--- config.mk ---
export PLATFORM = sky130hd
export DESIGN_NAME = strided_addr_counter
export DESIGN_NICKNAME = d
export VERILOG_FILES = /design/src/rtl/strided_cnt_pkg.sv /design/src/rtl/strided_next_calc.sv /design/src/rtl/strided_addr_counter.sv
export SDC_FILE = /design/constraint.sdc
export NUM_CORES = 1
export LEC_CHECK = 0
export BUFFER_PORTS_ARGS = -buffer_cell sky130_fd_sc_hd__buf_4
export CAP_MARGIN = 20
export CORE_UTILIZATION = 52
export DETAILED_ROUTE_END_ITERATION = 7
export GPL_TIMING_DRIVEN = 0
export HOLD_SLACK_MARGIN = 0.02
export PLACE_DENSITY = 0.87
export SYNTH_ARGS = -nofsm -noshare
export SYNTH_HDL_FRONTEND = slang
export SYNTH_SLANG_ARGS = --single-unit
--- constraint.sdc ---
create_clock -name clk -period 5.3 [get_ports clk]
set_clock_uncertainty 0.1 [all_clocks]
set_input_delay 1.06 -clock clk [delete_from_list [all_inputs] [get_ports clk]]
set_output_delay 1.06 -clock clk [all_outputs]
set_load 0.1 [all_outputs]
--- src/rtl/strided_cnt_pkg.sv ---
// Shared definitions for the strided address counter: step-mode encodings.
package strided_cnt_pkg;

    typedef enum logic [1:0] {
        MODE_LINEAR = 2'd0,
        MODE_ODD    = 2'd1,
        MODE_EVEN   = 2'd2,
        MODE_CUSTOM = 2'd3
    } mode_e;

endpackage

--- src/rtl/strided_next_calc.sv ---
// Combinational next-value and overflow computation for the strided address counter.
module strided_next_calc
    import strided_cnt_pkg::*;
#(
    parameter int WIDTH  = 10,
    parameter int STEP_W = 4
) (
    input  logic [WIDTH-1:0]  count,
    input  logic [1:0]        mode,
    input  logic [STEP_W-1:0] step,
    input  logic [WIDTH-1:0]  limit,
    output logic [WIDTH-1:0]  next,
    output logic              over
);

    localparam logic [WIDTH:0] ONE = (WIDTH+1)'(1);
    localparam logic [WIDTH:0] TWO = (WIDTH+1)'(2);

    // One extra bit so the sum cannot alias back under the limit.
    logic [WIDTH:0] count_x;
    logic [WIDTH:0] step_x;
    logic [WIDTH:0] limit_x;
    logic [WIDTH:0] next_full;

    assign count_x = {1'b0, count};
    assign step_x  = {{(WIDTH+1-STEP_W){1'b0}}, step};
    assign limit_x = {1'b0, limit};

    always_comb begin
        // NOTE: every output gets a default before the case so no path leaves it unassigned (no latch).
        next_full = count_x;
        over      = 1'b0;
        case (mode)
            MODE_LINEAR: next_full = count_x + ONE;
            MODE_ODD:    next_full = (count == '0) ? ONE : count_x + TWO;
            MODE_EVEN:   next_full = count_x + TWO;
            MODE_CUSTOM: next_full = count_x + step_x;
        endcase
        over = next_full > limit_x;
        // A zero custom stride is a hold, never an overflow, even above the limit.
        if (mode == MODE_CUSTOM && step == '0) begin
            over = 1'b0;
        end
    end

    assign next = next_full[WIDTH-1:0];

endmodule

--- src/rtl/strided_addr_counter.sv ---
// Strided address counter with linear/odd/even/custom stepping and wrap pulse.
// Define STRIDED_CNT_SAT_EN to saturate (hold count, assert wrap) instead of wrapping to 0.
module strided_addr_counter
    import strided_cnt_pkg::*;
#(
    parameter int WIDTH  = 10,
    parameter int STEP_W = 4
) (
    input  logic              clk,
    input  logic              reset,
    input  logic              enable,
    input  logic              clear,
    input  logic              load,
    input  logic [WIDTH-1:0]  load_val,
    input  logic [1:0]        mode,
    input  logic [STEP_W-1:0] step,
    input  logic [WIDTH-1:0]  limit,
    output logic [WIDTH-1:0]  count,
    output logic              wrap
);

    logic [WIDTH-1:0] next;
    logic             over;

    strided_next_calc #(
        .WIDTH  (WIDTH),
        .STEP_W (STEP_W)
    ) u_next_calc (
        .count (count),
        .mode  (mode),
        .step  (step),
        .limit (limit),
        .next  (next),
        .over  (over)
    );

    // NOTE: state registers use non-blocking assignments so all flops update together at the edge.
    always_ff @(posedge clk) begin
        if (reset) begin
            count <= '0;
            wrap  <= 1'b0;
        end else if (clear) begin
            count <= '0;
            wrap  <= 1'b0;
        end else if (load) begin
            count <= load_val;
            wrap  <= 1'b0;
        end else if (enable) begin
            if (over) begin
`ifdef STRIDED_CNT_SAT_EN
                count <= count;
`else
                count <= '0;
`endif
                wrap  <= 1'b1;
            end else begin
                count <= next;
                wrap  <= 1'b0;
            end
        end else begin
            wrap <= 1'b0;
        end
    end

endmodule

==> summary.md, run 1 <==
* ranking of synthesized cells by instance count: 25 x sky130_fd_sc_hd__a21oi_1, 19 x sky130_fd_sc_hd__inv_1, 18 x sky130_fd_sc_hd__ha_1, 11 x sky130_fd_sc_hd__dfxtp_1
* overall routed net length: 3890 um
* antenna violations before repair: 0
* data arrival time of the worst path: 4.64 ns
* reg-to-reg slack, setup: 1.43 ns
* die width: 54.1 um
* Slew @ Worst Pin: 0.884 ns
* DRC violation count after routing: 0
* total core area: 2520 um2
* synthesized flop and latch total: 11
* number of levels in the clock H-tree: 1
* type of element capturing the critical path: register
* data required time at the worst endpoint: 5.33 ns
* Startpoint Class: primary input
* Tcrit/Tclk final: 0.869
* net count reported at finish: 276
* number of global-route vias before repair: 1446
* Synth area leader: sky130_fd_sc_hd__ha_1
* DR iter-0 viols: 41
* number of gates given a new drive strength after cts: 0
* die extent in y: 54.1 um
* Initial Util: 0.560
* final HPWL from detailed placement: 3270 um
* combined flip-flop and latch cell area: 220 um2
* clock transition at the register clock pins on the worst setup and hold paths after CTS: 0.07 ns
* post-route setup TNS: 0 ns
* final hold violation count: 0
* drt pass-1 iters: 4
* combinational share of power: 0.441
* number of distinct standard cells referenced by the synthesized netlist: 46
* count of buffers inserted at the top-level ports: 41
* cell area after synthesis: 1410 um2
* FMAX: 0.217 GHz
* leftover overflow at the end of global routing: 0
* warning count from the yosys run: 0
* Avg WL per Cell: 15.3 um
* CTS Hold Buffers Added: 0
* ports placed on the boundary: 42
* setup violators final: 0
* share of async-settable or async-resettable flops after synthesis: 0
* layout overhead on the synthesized area: 26.3%
* Core Rows: 18
* net count of the mapped netlist: 230
* count of maximum capacitance violations: 0
* post-route ant nets: 0
* number of clock buffers inserted by TritonCTS: 3
* maximum clock path buffer count: 2
* weighted congestion at the end of routability-driven global placement: 0.910
* outcome: complete, no violations
* maximum ir drop on the vdd rail: 0.129 mV
* layout cell share with drive strength beyond 1: 0.267
* sequential share of the synthesized area: 0.156
* internal power: 0.000163 W
* total inserted antenna cells: 0
* top_reg_cell synth: sky130_fd_sc_hd__dfxtp_1
* switching pwr: 0.000105 W
* syn_area_per_cell: 7.85 um2
* setup repair after global routing missed its margin: false
* CTS tree: built
* total setup buffers inserted after CTS: 0
* switch share: 0.392
* Hold Crit Class: reg -> reg
* CTS root buf: sky130_fd_sc_hd__clkbuf_4
* time the final worst path needs with I/O delays and setup: 4.61 ns
* Num Clock Sinks: 11
* core utilization of the finished layout: 0.707
* maximum number of pins on one net before global-route repair: 11
* number of flops mapped to enable cells by yosys: 0
* Global Route Usage Sum: 0.294
* pins over their slew limit: 0
* total number of vias: 1574
* post-synth top area share: 0.159
* first-pass GRT wire length: 6310 um
* leakage power of the design: 0.833 nW
* critical path class: in -> reg
* die area: 2930 um2
* Power per Cell Area: 150 nW/um2
* Rel. slew slack: 0.405
* Critical Path Fanout Max: 4
* clock network fraction of design power: 0.216
* Syn Inst Count: 180
* filler instances: 196
* biggest area contributors in the synthesized netlist: sky130_fd_sc_hd__ha_1 16%, sky130_fd_sc_hd__dfxtp_1 16%, sky130_fd_sc_hd__a21oi_1 8.9%, sky130_fd_sc_hd__o2bb2ai_1 5.6%, sky130_fd_sc_hd__inv_1 5.0%
* Clock Latency Late Sink: 0.27 ns
* sequential power share: 0.343
* dominant cell by count in the synthesized netlist: sky130_fd_sc_hd__a21oi_1
* average vias per placed instance: 6.17
* area of combinational cells with multiple inputs: 1090 um2
## power by group through the flow
stage / registers [W] / clock network [W] / logic [W]
after floorplan: 0.000112 / 0 / 0.0000596
after global placement: 0.0000934 / 0 / 0.000112
after detailed placement: 0.0000935 / 0 / 0.000118
after CTS: 0.0000915 / 0.0000579 / 0.000118
after global routing: 0.0000924 / 0.0000642 / 0.000129
final: 0.0000918 / 0.0000578 / 0.000118
## logic make-up (layout without fill, tap and decap cells)
| group | Yosys count | count (layout) | synth area share |
|---|---|---|---|
| mux | 1 | 1 | 0.00709 |
| compound gates | 69 | 69 | 0.352 |
| fa+ha+maj | 19 | 19 | 0.174 |
| simple gates | 53 | 53 | 0.236 |
| flops | 11 | 11 | 0.156 |
| xor+xnor | 1 | 1 | 0.00620 |
| buf+inv | 26 | 71 | 0.0700 |
## final timing paths
| path | cells after the start | startpoint | endpoint |
|---|---|---|---|
| setup / recovery | 19 | mode[0] | count[0]$_SDFFE_PP0P_ |
| hold / removal | 3 | count[4]$_SDFFE_PP0P_ | count[4]$_SDFFE_PP0P_ |
| setup reg to reg | 16 | count[0]$_SDFFE_PP0P_ | count[0]$_SDFFE_PP0P_ |
| hold reg to reg | 3 | count[4]$_SDFFE_PP0P_ | count[4]$_SDFFE_PP0P_ |
## through the flow
step | hold slack (ns) | cell area, um2 | std cells | total power, W | setup slack, ns
floorplan | 0.989 | 1410 | 180 | 0.000172 | 1.06
global placement | 0.612 | 1760 | 251 | 0.000206 | 0.612
detailed placement | 0.647 | 1760 | 251 | 0.000211 | 0.519
CTS | 0.661 | 1780 | 255 | 0.000268 | 0.747
global route | 0.719 | 1780 | 255 | 0.000285 | 0.408
finish | 0.666 | 1780 | 255 | 0.000268 | 0.692
## critical path, cell delays in order
cell and delay, ns:
sky130_fd_sc_hd__buf_4 0.12, sky130_fd_sc_hd__ha_1 0.23, sky130_fd_sc_hd__nand2b_1 0.12, sky130_fd_sc_hd__ha_1 0.22, sky130_fd_sc_hd__inv_1 0.07, sky130_fd_sc_hd__fa_1 0.39
sky130_fd_sc_hd__nor2b_1 0.15, sky130_fd_sc_hd__o21ai_0 0.13, sky130_fd_sc_hd__nand2b_1 0.16, sky130_fd_sc_hd__nand2_1 0.07, sky130_fd_sc_hd__a211oi_1 0.36, sky130_fd_sc_hd__nor2_1 0.10
sky130_fd_sc_hd__ha_1 0.31, sky130_fd_sc_hd__nand4_1 0.12, sky130_fd_sc_hd__nor3_1 0.07, sky130_fd_sc_hd__a211o_1 0.26, sky130_fd_sc_hd__a31oi_1 0.39, sky130_fd_sc_hd__a211o_1 0.22
sky130_fd_sc_hd__o22ai_1 0.09
## flip-flops by register name, indices dropped and copies added (netlist names)
name   count
count     10
wrap       1
## cells in the final DEF (no fill, tap or decap), types with 7 or more instances in the layout
| master | count |
|---|---|
| sky130_fd_sc_hd__buf_4 | 41 |
| sky130_fd_sc_hd__a21oi_1 | 25 |
| sky130_fd_sc_hd__inv_1 | 19 |
| sky130_fd_sc_hd__ha_1 | 18 |
| sky130_fd_sc_hd__dfxtp_1 | 11 |
| sky130_fd_sc_hd__nor2_1 | 9 |
| sky130_fd_sc_hd__o2bb2ai_1 | 9 |
| sky130_fd_sc_hd__nand2_1 | 8 |
| sky130_fd_sc_hd__clkbuf_1 | 7 |
| sky130_fd_sc_hd__nor3_1 | 7 |
## cell type report
cell class | instances | area share
multi-input combinational | 143 | 0.613
timing repair buffer | 41 | 0.173
sequential | 11 | 0.123
inverter | 19 | 0.0400
tap | 30 | 0.0210
buffer | 7 | 0.0154
clock buffer | 4 | 0.0147
## routing by layer
| metal | share of wire | global-route usage | up-vias | wire (um) |
|---|---|---|---|---|
| met5 | 0 | 0 | - | 0 |
| met4 | 0.0057 | 0.0855 | 0 | 22 |
| met3 | 0.052 | 0.0311 | 2 | 204 |
| met2 | 0.53 | 0.518 | 62 | 2070 |
| met1 | 0.41 | 0.370 | 745 | 1590 |
| li1 | - | - | 765 | - |
(Power assumes the default switching activity.)
==> run 2, diff against run 1 <==
--- a/config.mk
+++ b/config.mk
@@ -7,11 +7,11 @@
 export LEC_CHECK = 0
 export BUFFER_PORTS_ARGS = -buffer_cell sky130_fd_sc_hd__buf_4
 export CAP_MARGIN = 20
-export CORE_UTILIZATION = 52
+export CORE_UTILIZATION = 40
 export DETAILED_ROUTE_END_ITERATION = 7
 export GPL_TIMING_DRIVEN = 0
 export HOLD_SLACK_MARGIN = 0.02
-export PLACE_DENSITY = 0.87
+export PLACE_DENSITY = 0.75
 export SYNTH_ARGS = -nofsm -noshare
 export SYNTH_HDL_FRONTEND = slang
 export SYNTH_SLANG_ARGS = --single-unit
==> summary.md, run 2 (synthesized netlist as in run 1, its figures left out) <==
* met1 capacity usage during global routing: 0.263, -0.107
* overall routed net length: 3540 um, -9.1%
* final HPWL from detailed placement: 2920 um, -11%
* DRC violation count after routing: 0, unchanged
* net count reported at finish: 276, unchanged
* average vias per placed instance: 5.52, -11%
* total core area: 3360 um2, +33%
* hold_sp: count[4]$_SDFFE_PP0P_
* pins over their slew limit: 0, unchanged
* setup repair after global routing missed its margin: false
* FMAX: 0.222 GHz, +2.1%
* maximum clock path buffer count: 2, unchanged
* depth of the worst register-to-register path: 16, unchanged
* Worst Hold Margin: 0.639 ns, -0.0268 ns
* time the final worst path needs with I/O delays and setup: 4.51 ns, -0.0968 ns
* Global Route Usage Sum: 0.196, -0.0977
* number of clock buffers inserted by TritonCTS: 3, unchanged
* antenna violations before repair: 0, unchanged
* fraction of met3 tracks used by global routing: 0.0189, -0.0122
* setup violators final: 0, unchanged
* Startpoint Class: primary input
* number of gates given a new drive strength after cts: 0, unchanged
* Core Rows: 21, +3
* clock transition at the register clock pins on the worst setup and hold paths after CTS: 0.07 ns, about the same
* top register by number of flip-flops: count
* weighted congestion at the end of routability-driven global placement: 0.792, -13%
* placed cell area: 1780 um2, +1.1%
* data arrival time of the worst path: 4.55 ns, -0.09 ns
* post-route ant nets: 0, unchanged
* source of the critical timing path: mode[0]
* Tcrit/Tclk final: 0.851, -0.0183
* Avg WL per Cell: 13.1 um, -14%
* routing layer with the top usage in global route: met2
* number of levels in the clock H-tree: 1, unchanged
* global-route track usage on met2: 0.334, -0.184
* most common library cell in the layout ignoring fill and taps: sky130_fd_sc_hd__buf_4
* post-layout total power: 0.000265 W, -0.91%
* DR iter-0 viols: 52, +27%
* total setup buffers inserted after CTS: 0, unchanged
* Critical Path Fanout Max: 4, unchanged
* reg-to-reg slack, setup: 1.51 ns, +0.08 ns
* Slew @ Worst Pin: 0.818 ns, -0.0664 ns
* total inserted antenna cells: 0, unchanged
* count of maximum capacitance violations: 0, unchanged
* worst hold endpoint: count[4]$_SDFFE_PP0P_
* leftover overflow at the end of global routing: 0, unchanged
* core utilization of the finished layout: 0.536, -0.171
* type of element capturing the critical path: register
* leakage power of the design: 0.833 nW, unchanged
* worst r2r src: count[0]$_SDFFE_PP0P_
* max reg flops: 10, unchanged
* first-pass GRT wire length: 5530 um, -12%
* outcome: complete, no violations
* data required time at the worst endpoint: 5.34 ns, about the same
* total number of vias: 1496, -5.0%
* number of global-route vias before repair: 1317, -8.9%
* Clock Latency Late Sink: 0.27 ns, about the same
* Initial Util: 0.420, -0.140
* die width: 61.4 um, +13%
* count of buffers inserted at the top-level ports: 41, unchanged
* CTS root buf: sky130_fd_sc_hd__clkbuf_4
* drt pass-1 iters: 4, unchanged
* final hold violation count: 0, unchanged
* commonest cells after routing, fill and taps aside: 41 x sky130_fd_sc_hd__buf_4, 25 x sky130_fd_sc_hd__a21oi_1, 19 x sky130_fd_sc_hd__inv_1
* layout cell share with drive strength beyond 1: 0.267, unchanged
* ports placed on the boundary: 42, unchanged
* Rel. slew slack: 0.450, +0.0447
* Hold Crit Class: reg -> reg
* CTS Hold Buffers Added: 0, unchanged
* endpoint of the lowest-slack register-to-register path: count[0]$_SDFFE_PP0P_
* maximum number of pins on one net before global-route repair: 11, unchanged
* critical path class: in -> reg
* maximum ir drop on the vdd rail: 0.0850 mV, -34%
* Design Area, Final: 1800 um2, +1.1%
* CTS tree: built
* registers with the highest flip-flop counts: count: 10 flops, wrap: 1 flops
* instance count along the most critical hold path: 3, unchanged
* Num Clock Sinks: 11, unchanged
* layout overhead on the synthesized area: 27.7%
* die extent in y: 61.4 um, +13%
* die area: 3770 um2, +29%
* filler instances: 347, +77%
* post-route setup TNS: 0 ns, unchanged
* Power per Cell Area: 147 nW/um2, -2.0%
-- run 2: how the worst max path moves through the flow --
stage | endpoint | slack [ns] | cells past startpoint
global route | count[0]$_SDFFE_PP0P_ | 0.54 | 19
floorplan | count[6]$_SDFFE_PP0P_ | 1.06 | 18
CTS | count[0]$_SDFFE_PP0P_ | 0.82 | 19
detailed placement | count[6]$_SDFFE_PP0P_ | 0.56 | 19
global placement | count[6]$_SDFFE_PP0P_ | 0.57 | 19
finish | count[0]$_SDFFE_PP0P_ | 0.79 | 19
-- run 2: per-layer routing --
layer,up-vias,part of all wire
met1,683,0.49
met2,42,0.45
li1,764,-
met3,7,0.045
met4,0,0.013
met5,-,0
-- run 2: area by class of cell --
class / instances / area (um2) / share of cell area
plain buffers: 7 / 27.5 / 0.0153
clock buffers: 4 / 26.3 / 0.0146
inverters: 19 / 71.3 / 0.0395
multi-input cells: 143 / 1090 / 0.606
flip-flops and latches: 11 / 220 / 0.122
well taps: 46 / 57.6 / 0.0319
repair buffers: 41 / 308 / 0.171
-- run 2: critical path: stages --
cell                       delay [ns]
sky130_fd_sc_hd__buf_4           0.12
sky130_fd_sc_hd__ha_1            0.22
sky130_fd_sc_hd__nand2b_1        0.10
sky130_fd_sc_hd__ha_1            0.21
sky130_fd_sc_hd__inv_1           0.07
sky130_fd_sc_hd__fa_1            0.37
sky130_fd_sc_hd__nor2b_1         0.16
sky130_fd_sc_hd__o21ai_0         0.14
sky130_fd_sc_hd__nand2b_1        0.16
sky130_fd_sc_hd__nand2_1         0.07
sky130_fd_sc_hd__a211oi_1        0.37
sky130_fd_sc_hd__nor2_1          0.11
sky130_fd_sc_hd__ha_1            0.30
sky130_fd_sc_hd__nand4_1         0.12
sky130_fd_sc_hd__nor3_1          0.07
sky130_fd_sc_hd__a211o_1         0.26
sky130_fd_sc_hd__a31oi_1         0.34
sky130_fd_sc_hd__a211o_1         0.21
sky130_fd_sc_hd__o22ai_1         0.08
-- run 2: per-stage QoR --
stage	setup slack (ns)	std cells
after floorplan	1.06	180
after global placement	0.569	267
after detailed placement	0.559	267
after CTS	0.817	271
after global routing	0.541	271
final	0.789	271
-- run 2: report_power, final --
part	switching, W	internal, W	total, W
registers	0.00000633	0.0000854	0.0000917
clock network	0.0000290	0.0000292	0.0000581
logic	0.0000673	0.0000481	0.000115
==> run 3, diff against run 2 <==
==> constraint.sdc (replaced) <==
create_clock -name clk -period 5.3 [get_ports clk]
set_clock_uncertainty 0.1 [all_clocks]
set_input_delay 0 -clock clk [delete_from_list [all_inputs] [get_ports clk]]
set_output_delay 0 -clock clk [all_outputs]
set_load 0.1 [all_outputs]
==> summary.md, run 3 (synthesized netlist as in run 1, its figures left out) <==
* outcome: complete, no violations
* Global Route Usage Sum: 0.205, +0.00872
* ports placed on the boundary: 42, unchanged
* average vias per placed instance: 5.44, -1.4%
* time the final worst path needs with I/O delays and setup: 3.76 ns, -0.755 ns
* critical path class: reg -> reg
* number of levels in the clock H-tree: 1, unchanged
* series of cell instances along the critical path: ha_1 > inv_1 > fa_1 > nor2b_1 > o21ai_0 > nand2b_1 > nand2_1 > a211oi_1 > nor2_1 > ha_1 > nand4_1 > nor3_1 > a211o_1 > a31oi_1 > a211o_1 > o22ai_1
* switching pwr: 0.000105 W, +2.4%
* area of combinational cells with multiple inputs: 1090 um2, unchanged
* post-route ant nets: 0, unchanged
* endpoint of the lowest-slack register-to-register path: count[0]$_SDFFE_PP0P_
* internal power: 0.000168 W, +3.2%
* DR iter-0 viols: 57, +9.6%
* Num Clock Sinks: 11, unchanged
* pins over their slew limit: 0, unchanged
* weighted congestion at the end of routability-driven global placement: 0.792, unchanged
* data required time at the worst endpoint: 5.34 ns, about the same
* final HPWL from detailed placement: 2920 um, unchanged
* setup repair after global routing missed its margin: false
* leftover overflow at the end of global routing: 0, unchanged
* source of the critical timing path: count[0]$_SDFFE_PP0P_
* post-route setup TNS: 0 ns, unchanged
* worst r2r src: count[0]$_SDFFE_PP0P_
* clock transition at the register clock pins on the worst setup and hold paths after CTS: 0.08 ns, about the same
* count of buffers inserted at the top-level ports: 41, unchanged
* final hold violation count: 0, unchanged
* combined flip-flop and latch cell area: 220 um2, unchanged
* leakage power of the design: 0.879 nW, +5.5%
* type of element capturing the critical path: register
* number of clock buffers inserted by TritonCTS: 3, unchanged
* total setup buffers inserted after CTS: 0, unchanged
* layout cell share with drive strength beyond 1: 0.254, -0.0124
* CTS root buf: sky130_fd_sc_hd__clkbuf_4
* top register by number of flip-flops: count
* Slew @ Worst Pin: 0.815 ns, -0.00243 ns
* Startpoint Class: register
* die extent in y: 61.4 um, unchanged
* Rel. slew slack: 0.452, +0.00164
* CTS Hold Buffers Added: 11, +11
* combinational share of power: 0.447, +0.012
* end of the critical path: count[0]$_SDFFE_PP0P_
* Avg WL per Cell: 13.1 um, about the same
* antenna violations before repair: 0, unchanged
* Initial Util: 0.420, unchanged
* registers with the highest flip-flop counts: count: 10 flops, wrap: 1 flops
* Tcrit/Tclk final: 0.709, -0.143
* clock network fraction of design power: 0.217, -0.002
* number of gates on the worst path with buffers counted: 16, -3
* commonest cells after routing, fill and taps aside: 41 x sky130_fd_sc_hd__buf_4, 25 x sky130_fd_sc_hd__a21oi_1, 19 x sky130_fd_sc_hd__inv_1
* WP buf/inv: 1, -1
* sequential power share: 0.336, -0.010
* FMAX: 0.266 GHz, +20%
* number of global-route vias before repair: 1360, +3.3%
* max reg flops: 10, unchanged
* depth of the worst register-to-register path: 16, unchanged
* Clock Latency Late Sink: 0.27 ns, about the same
* total core area: 3360 um2, unchanged
* maximum ir drop on the vdd rail: 0.0856 mV, +0.59%
* switch share: 0.385, -0.00188
* count of maximum capacitance violations: 0, unchanged
* setup violators final: 0, unchanged
* data arrival time of the worst path: 3.79 ns, -0.76 ns
* total inserted antenna cells: 0, unchanged
* Worst Hold Margin: 0.0623 ns, -0.577 ns
* maximum number of pins on one net before global-route repair: 11, unchanged
* net count reported at finish: 287, +4.0%
* overall routed net length: 3680 um, +4.1%
* Hold Crit Class: in -> reg
* die area: 3770 um2, unchanged
* Critical Path Fanout Max: 5, +1
* drt pass-1 iters: 4, unchanged
* reg-to-reg slack, setup: 1.54 ns, +0.03 ns
* number of gates given a new drive strength after cts: 0, unchanged
* filler instances: 338, -2.6%
* Power per Cell Area: 143 nW/um2, -3.0%
* most common library cell in the layout ignoring fill and taps: sky130_fd_sc_hd__buf_4
* layout overhead on the synthesized area: 35.5%
* delay of the slowest cell on the worst path: 0.47 ns, +0.10 ns
* die width: 61.4 um, unchanged
* slowest stage cell, crit path: sky130_fd_sc_hd__dfxtp_1
* cell family contributing the most delay on the critical path: compound AO/OA/AOI/OAI gates
* Core Rows: 21, unchanged
* total number of vias: 1535, +2.6%
* CTS tree: built
* maximum clock path buffer count: 2, unchanged
* DRC violation count after routing: 0, unchanged
* first-pass GRT wire length: 5780 um, +4.5%
==> run 3: changes by cell type in the layout (fill, tap and decap cells not counted) <==
| cell | previous run | this run |
|---|---|---|
| sky130_fd_sc_hd__dlygate4sd3_1 | 0 | 11 |
==> run 3: power groups by stage <==
stage	combinational, W	sequential (W)	clock, W
floorplan	0.0000596	0.000112	0
finish	0.000122	0.0000917	0.0000592
global route	0.000134	0.0000922	0.0000626
CTS	0.000122	0.0000917	0.0000588
detailed placement	0.000115	0.0000936	0
global placement	0.000114	0.0000936	0
==> run 3: layout make-up <==
type	instances	area share
Buffer	7	0.0144
Timing Repair Buffer	52	0.218
Sequential cell	11	0.115
Inverter	19	0.0373
Tap cell	46	0.0301
Clock buffer	4	0.0137
Multi-Input combinational cell	143	0.571
==> run 3: per-layer routing <==
metal	track usage	up-vias	part of all wire
met2	0.352	45	0.46
met3	0.0168	7	0.046
met4	0.0571	0	0.012
li1	-	788	-
met5	0	-	0
met1	0.275	695	0.48
==> run 3: worst reg2reg max path, stage by stage (launching register included) <==
cell	delay [ns]
sky130_fd_sc_hd__dfxtp_1	0.47
sky130_fd_sc_hd__ha_1	0.26
sky130_fd_sc_hd__inv_1	0.07
sky130_fd_sc_hd__fa_1	0.37
sky130_fd_sc_hd__nor2b_1	0.16
sky130_fd_sc_hd__o21ai_0	0.14
sky130_fd_sc_hd__nand2b_1	0.16
sky130_fd_sc_hd__nand2_1	0.07
sky130_fd_sc_hd__a211oi_1	0.36
sky130_fd_sc_hd__nor2_1	0.11
sky130_fd_sc_hd__ha_1	0.30
sky130_fd_sc_hd__nand4_1	0.12
sky130_fd_sc_hd__nor3_1	0.07
sky130_fd_sc_hd__a211o_1	0.26
sky130_fd_sc_hd__a31oi_1	0.33
sky130_fd_sc_hd__a211o_1	0.21
sky130_fd_sc_hd__o22ai_1	0.08
==> run 3: worst min-delay path by stage <==
stage | from | endpoint | slack (ns) | depth (start not counted)
after floorplan | load_val[8] | count[8]$_SDFFE_PP0P_ | 0.09 | 2
after global placement | load_val[2] | count[2]$_SDFFE_PP0P_ | 0.18 | 3
after detailed placement | load_val[8] | count[8]$_SDFFE_PP0P_ | 0.19 | 3
after CTS | clear | wrap$_SDFF_PP0_ | 0.07 | 4
after global routing | clear | wrap$_SDFF_PP0_ | 0.10 | 4
final | clear | wrap$_SDFF_PP0_ | 0.06 | 4
==> run 3: stage by stage <==
stage	setup slack [ns]	instance area (um2)	total power [W]	utilization	instances
global route	1.28	1910	0.000289	0.569	282
global placement	1.59	1780	0.000208	0.529	267
detailed placement	1.57	1780	0.000208	0.529	267
CTS	1.54	1910	0.000272	0.569	282
finish	1.54	1910	0.000273	0.569	282
floorplan	1.25	1410	0.000172	-	180
